`config.mk`:
```
export PLATFORM = sky130hd
export DESIGN_NAME = c1541_iec_frontend
export DESIGN_NICKNAME = d
export VERILOG_FILES = /design/src/rtl/c1541_iec_frontend_pkg.sv /design/src/rtl/c1541_iec_frontend_line_filter.sv /design/src/rtl/c1541_iec_frontend.sv
export SDC_FILE = /design/constraint.sdc
export NUM_CORES = 1
export LEC_CHECK = 0
export ABC_AREA = 1
export CAP_MARGIN = 20
export CORE_UTILIZATION = 47
export CTS_CLUSTER_SIZE = 14
export DETAILED_ROUTE_END_ITERATION = 16
export PLACE_DENSITY = 0.78
export SETUP_SLACK_MARGIN = 0.1
export SLEW_MARGIN = 20
export SYNTH_ARGS = -nofsm -noshare
export SYNTH_HDL_FRONTEND = slang
export SYNTH_SLANG_ARGS = --single-unit
```
`constraint.sdc`:
```
create_clock -name clk32 -period 1.7 [get_ports clk32]
set_clock_uncertainty 0.15 [all_clocks]
set_input_delay 0.51 -clock clk32 [delete_from_list [all_inputs] [get_ports clk32]]
set_output_delay 0.51 -clock clk32 [all_outputs]
set_load 0.01 [all_outputs]
```
`src/rtl/c1541_iec_frontend_pkg.sv`:
```
// Shared constants for the multi-drive IEC front end.
package c1541_pkg;

    // Open-collector bus level when nobody pulls the line.
    localparam logic IEC_RELEASED     = 1'b1;

    // clk32 cycles per 1 MHz phi2 period.
    localparam int   DEFAULT_CLK_DIV  = 32;

    // Consecutive identical samples before a filtered line follows its input.
    localparam int   DEFAULT_FILT_LEN = 2;

    // Largest number of drive slots one host port can serve.
    localparam int   MAX_DRIVES       = 8;

endpackage

```
`src/rtl/c1541_iec_frontend_line_filter.sv`:
```
// IEC line filter: 2-flop synchroniser followed by a stability counter.
// The output only follows the input after FILT_LEN consecutive differing
// samples, so pulses shorter than that never reach the drive cores.
module iec_line_filter
    import c1541_pkg::*;
#(
    parameter int FILT_LEN = DEFAULT_FILT_LEN
) (
    input  logic clk32,
    input  logic reset,
    input  logic line_in,
    output logic line_out
);

    localparam int CNT_W = $clog2(FILT_LEN + 1);

    logic             sync_1;
    logic             sync_2;
    logic [CNT_W-1:0] cnt;

    // Synchronise the raw line, then count samples that disagree with the output.
    always_ff @(posedge clk32 or posedge reset) begin
        if (reset) begin
            sync_1   <= IEC_RELEASED;
            sync_2   <= IEC_RELEASED;
            line_out <= IEC_RELEASED;
            cnt      <= '0;
        end else begin
            sync_1 <= line_in;
            sync_2 <= sync_1;
            if (sync_2 != line_out) begin
                if (cnt == CNT_W'(FILT_LEN - 1)) begin
                    line_out <= sync_2;
                    cnt      <= '0;
                end else begin
                    cnt <= cnt + 1'b1;
                end
            end else begin
                cnt <= '0;
            end
        end
    end

endmodule

```
`src/rtl/c1541_iec_frontend.sv`:
```
// Shared IEC front end for up to NDRIVES drive cores: phi2 strobe
// generation with per-slot 1/2 MHz mode, host line filtering, and the
// open-collector merge of all drive outputs including ATN auto-acknowledge.
module c1541_iec_frontend
    import c1541_pkg::*;
#(
    parameter int NDRIVES  = 4,
    parameter int CLK_DIV  = DEFAULT_CLK_DIV,
    parameter int FILT_LEN = DEFAULT_FILT_LEN
) (
    input  logic               clk32,
    input  logic               reset,
    input  logic               sb_atn_in,
    input  logic               sb_clk_in,
    input  logic               sb_data_in,
    input  logic [NDRIVES-1:0] drv_en,
    input  logic [NDRIVES-1:0] drv_fast,
    input  logic [NDRIVES-1:0] drv_clk_pull,
    input  logic [NDRIVES-1:0] drv_data_pull,
    input  logic [NDRIVES-1:0] drv_atna,
    output logic [NDRIVES-1:0] p2_h_r,
    output logic [NDRIVES-1:0] p2_h_f,
    output logic               iec_atn,
    output logic               iec_clk,
    output logic               iec_data,
    output logic               atn_fall,
    output logic               sb_clk_out,
    output logic               sb_data_out,
    output logic               bus_clk,
    output logic               bus_data
);

    localparam int DIV_W = $clog2(CLK_DIV);

    localparam logic [DIV_W-1:0] DIV_LAST = DIV_W'(CLK_DIV - 1);
    localparam logic [DIV_W-1:0] DIV_HALF = DIV_W'(CLK_DIV / 2);
    localparam logic [DIV_W-1:0] DIV_Q1   = DIV_W'(CLK_DIV / 4);
    localparam logic [DIV_W-1:0] DIV_Q3   = DIV_W'((3 * CLK_DIV) / 4);

    // Reject parameter sets the divider and slot logic cannot honour.
    if (NDRIVES < 1 || NDRIVES > MAX_DRIVES) begin : g_bad_ndrives
        $error("c1541_iec_frontend: NDRIVES out of range");
    end
    if (CLK_DIV < 8 || (CLK_DIV % 4) != 0) begin : g_bad_clk_div
        $error("c1541_iec_frontend: CLK_DIV must be a multiple of 4, >= 8");
    end

    logic [DIV_W-1:0]   div;
    logic [NDRIVES-1:0] en_q;
    logic [NDRIVES-1:0] fast_q;
    logic               atn_q;
    logic               at_zero;
    logic               at_half;
    logic               at_q1;
    logic               at_q3;
    logic               clk_pull;
    logic               data_pull;

    assign at_zero = (div == '0);
    assign at_half = (div == DIV_HALF);
    assign at_q1   = (div == DIV_Q1);
    assign at_q3   = (div == DIV_Q3);

    // Free-running phi2 divider shared by every slot.
    always_ff @(posedge clk32 or posedge reset) begin
        if (reset) begin
            div <= '0;
        end else if (div == DIV_LAST) begin
            div <= '0;
        end else begin
            div <= div + 1'b1;
        end
    end

    // Enable and speed only change at the wrap so no slot sees a runt phi2 cycle.
    always_ff @(posedge clk32 or posedge reset) begin
        if (reset) begin
            en_q   <= '0;
            fast_q <= '0;
        end else if (div == DIV_LAST) begin
            en_q   <= drv_en;
            fast_q <= drv_fast;
        end
    end

    // Registered phi2 edge strobes; fast slots get a second pair per period.
    always_ff @(posedge clk32 or posedge reset) begin
        if (reset) begin
            p2_h_r <= '0;
            p2_h_f <= '0;
        end else begin
            for (int i = 0; i < NDRIVES; i++) begin
                p2_h_r[i] <= en_q[i] & (at_zero | (fast_q[i] & at_half));
                p2_h_f[i] <= en_q[i] & (fast_q[i] ? (at_q1 | at_q3) : at_half);
            end
        end
    end

    iec_line_filter #(.FILT_LEN(FILT_LEN)) u_filt_atn (
        .clk32    (clk32),
        .reset    (reset),
        .line_in  (sb_atn_in),
        .line_out (iec_atn)
    );

    iec_line_filter #(.FILT_LEN(FILT_LEN)) u_filt_clk (
        .clk32    (clk32),
        .reset    (reset),
        .line_in  (sb_clk_in),
        .line_out (iec_clk)
    );

    iec_line_filter #(.FILT_LEN(FILT_LEN)) u_filt_data (
        .clk32    (clk32),
        .reset    (reset),
        .line_in  (sb_data_in),
        .line_out (iec_data)
    );

    // One-cycle pulse after the filtered ATN line falls.
    always_ff @(posedge clk32 or posedge reset) begin
        if (reset) begin
            atn_q    <= IEC_RELEASED;
            atn_fall <= 1'b0;
        end else begin
            atn_q    <= iec_atn;
            atn_fall <= atn_q & ~iec_atn;
        end
    end

    // Wired-OR of all enabled slots; ATN ack uses the raw line for host timing.
    always_comb begin
        clk_pull  = 1'b0;
        data_pull = 1'b0;
        for (int i = 0; i < NDRIVES; i++) begin
            if (en_q[i]) begin
                clk_pull  = clk_pull | drv_clk_pull[i];
                data_pull = data_pull | drv_data_pull[i] | (drv_atna[i] ^ ~sb_atn_in);
            end
        end
    end

    assign sb_clk_out  = ~clk_pull;
    assign sb_data_out = ~data_pull;
    assign bus_clk     = iec_clk & sb_clk_out;
    assign bus_data    = iec_data & sb_data_out;

endmodule

```
==> summary.txt, run 1 <==
Initial Util = 49.6%
P_int = 1.60 mW
Layout cells sized above 1 = 34.9%
Syn_area_per_cell = 9.99 sq um
DRT Pass-1 Iters = 4
Fin cells = 259
Max Cap Violations = 0
Critical-path maximum fanout = 3
Synth Cell Area = 1530 sq um
Min cycle time layout = 1950 ps
Sequential area share after synthesis = 63.1%
Worst setup EP type = primary output
Die Y = 59.0 microns
Tot Pwr = 2.22 mW
Setup crit start kind = flip-flop
Placed cells = 247
Clk root buf = clkbuf_4
Final GP Congestion = 0.810
First-pass GRT wire length = 5.38 mm
Synth warnings = 0
R2R depth = 7
Final net count = 242
I/O pins = 41
DR DRC count = 0
Clock latency on the worst-skew pair = 340 ps
WL final = 3.41 mm
Psw = 0.623 mW
Synth area leaders = dfrtp_1 46%, dfstp_2 17%, nand2_1 7.1%, inv_1 6.1%, nor2_1 3.7%
Port bufs = 40
Status = finished with violations
Slew margin rel. = 81.3%
Vias in the first global route = 1259
Placement Rows = 20
Worst-path cell chain = a22o_1 > nor3_2 > buf_2
Worst reg2reg setup slack = 140 ps
Clk buf depth = 2
Routed len/inst = 13.2 microns
Worst Tran Pin Value = 280 ps
Final hold viol count = 0
Sw Ratio = 28.1%
TritonCTS Buffers = 5
CTS tree = done
Post-route ant nets = 0
Unrepaired setup endpoints after global routing = yes
Hold path depth = 1
Hold WC Path Type = in2reg
Maximum vdd drop = 542 uV
Core area = 3080 sq um
Synth Instances = 153
Vias = 1268
Count leader, synth = nand2_1
Filler cells = 236
Distinct cells, synth = 22
Crit share post-route = 115%
GRT Util Overall = 21.7%
Main synth FF type = dfrtp_1
Seq cells post-synth = 38
Antenna diodes = 0
Initial antenna violation count = 0
CP required = 1040 ps
Synthesis-to-finish area growth = 41.3%
RR Startpoint = div[0]
Fraction of registers with async set/reset = 100%
Critical Path AT = 1290 ps
Slowest cell delay on critical path = 420 ps
Sinks on Clock Net = 38
Min-delay src = sb_atn_in
R2r endpoint = div[3]
Die Area = 3480 sq um
Syn nets = 181
HPWL Detailed = 2.42 mm
H-tree lvl count = 2
Post-synth top area share = 45.9%
Worst Hold End = u_filt_atn.sync_1
Delay-heaviest family, CP = flip-flops
Fmax achieved = 512 MHz
Largest net degree at the start of global routing = 39
Clock slew at reported path FFs = 110 ps
Flop pwr share = 50.9%
DRC violation total after the first TritonRoute iteration = 75
Slowest stage cell, crit path = dfrtp_1
Part of the power in combinational logic = 27.4%
Pwr Density = 1030 nW/um^2
Cts-stage hold buffer count = 0
Vias per std cell = 4.90
Top post-synthesis cells by count = 29 x nand2_1, 28 x dfrtp_1, 25 x inv_1
Cell taking the most area after synthesis = dfrtp_1
Final worst slack = -252 ps
EDFF count, synth = 0
Final setup fails = 6
Buf+Inv Stages, Crit Path = 1
Leak pwr = 1.05 nW
Critical path type = reg2out
Max Slew Vio Count = 0
Clock power share = 21.7%
Failing checks = negative setup slack
Die Wd = 59.0 microns
Grt ovf = 0
final cells by class:
class                           count  area [sq um]  area share, %
Multi-Input combinational cell     87           526           24.3
Clock buffer                        7          55.1           2.55
Sequential cell                    38           963           44.6
Timing Repair Buffer               56           457           21.2
Clock inverter                      1          5.00          0.232
Tap cell                           44          55.1           2.55
Inverter                           26          97.6           4.52
state kept, by name, indices dropped and copies added (netlist names), 2 cells and up:
name,count
p2_h_r,4
p2_h_f,4
u_filt_atn.cnt,2
u_filt_clk.cnt,2
fast_q,4
u_filt_data.cnt,2
en_q,4
div,5
power groups by stage:
stage / registers (mW) / clock network (mW) / logic, mW
after floorplan: 1.18 / 0 / 0.206
after global placement: 1.13 / 0 / 0.557
after detailed placement: 1.14 / 0 / 0.581
after CTS: 1.13 / 0.501 / 0.611
after global routing: 1.14 / 0.538 / 0.677
final: 1.13 / 0.481 / 0.609
metrics by stage:
stage          hold slack [ps]  area [sq um]  utilization [%]  TNS [ps]  setup WS [ps]
3_5_place_dp               200          2080             67.6     -4200          -1200
5_1_grt                    100          2160             70.1     -1300           -312
2_1_floorplan              195          1530                -         0           61.3
4_1_cts                    113          2110             68.7     -1140           -301
3_3_place_gp               196          2080             67.6     -4000          -1100
6_report                   137          2160             70.1      -959           -252
what timing repair did:
| item | in CTS | in global routing |
|---|---|---|
| endpoints found under the hold margin | 0 | 0 |
| pin swaps | 16 | 6 |
| endpoints found under the setup margin | 17 | 13 |
| gates resized for setup | 115 | 15 |
| buffers inserted | 3 | 1 |
| cloned | 0 | 1 |
cell families (layout without fill, tap and decap cells):
family / count (synthesis) / after routing / synth area share, %
simple gates: 54 / 54 / 14.7
flops: 38 / 38 / 63.1
buf+inv: 28 / 90 / 7.04
compound gates: 26 / 26 / 10.3
fa+ha+maj: 3 / 3 / 2.46
xor+xnor: 3 / 3 / 1.72
mux: 1 / 1 / 0.655
placed cells by master (no fill, tap or decap), types with 3 or more instances in the layout:
cell type,synthesis,layout
nor3_1,4,3
nor2_1,15,11
clkdlybuf4s50_1,0,11
buf_4,0,10
dlygate4sd2_1,0,4
clkbuf_4,0,5
a21oi_1,4,4
nor2_2,0,3
dfrtp_1,28,28
nand2_2,0,4
buf_2,2,19
o21ai_1,4,3
inv_1,25,24
xnor2_1,3,3
nand2_1,29,23
dfstp_2,10,10
o21ai_0,10,10
a211oi_1,4,4
buf_6,0,9
how the worst max path moves through the flow:
stage	from	end	cells past startpoint
after floorplan	drv_data_pull[3]	bus_data	4
after global placement	sb_atn_in	bus_data	8
after detailed placement	sb_atn_in	bus_data	8
after CTS	en_q[2]	bus_clk	3
after global routing	en_q[2]	bus_clk	3
final	en_q[2]	bus_clk	3
layer usage:
metal / vias to the layer above / GRT usage [%] / wire (microns)
met2: 43 / 36.4 / 1810
li1: 606 / - / -
met4: 0 / 11.9 / 78
met1: 610 / 24.4 / 1330
met5: - / 0 / 0
met3: 9 / 7.42 / 190
No activity file was read; power rests on OpenSTA's default activity.
==> inputs of run 2 (changes only) <==
- CAP_MARGIN: 20 -> 15
==> results of run 2 <==
Final layout, timing and power as in run 1 (identical DEF).
==> inputs of run 3 (changes only) <==
- CTS_CLUSTER_DIAMETER: not set -> 40
==> results of run 3 <==
Final layout, timing and power as in run 1 (identical DEF).
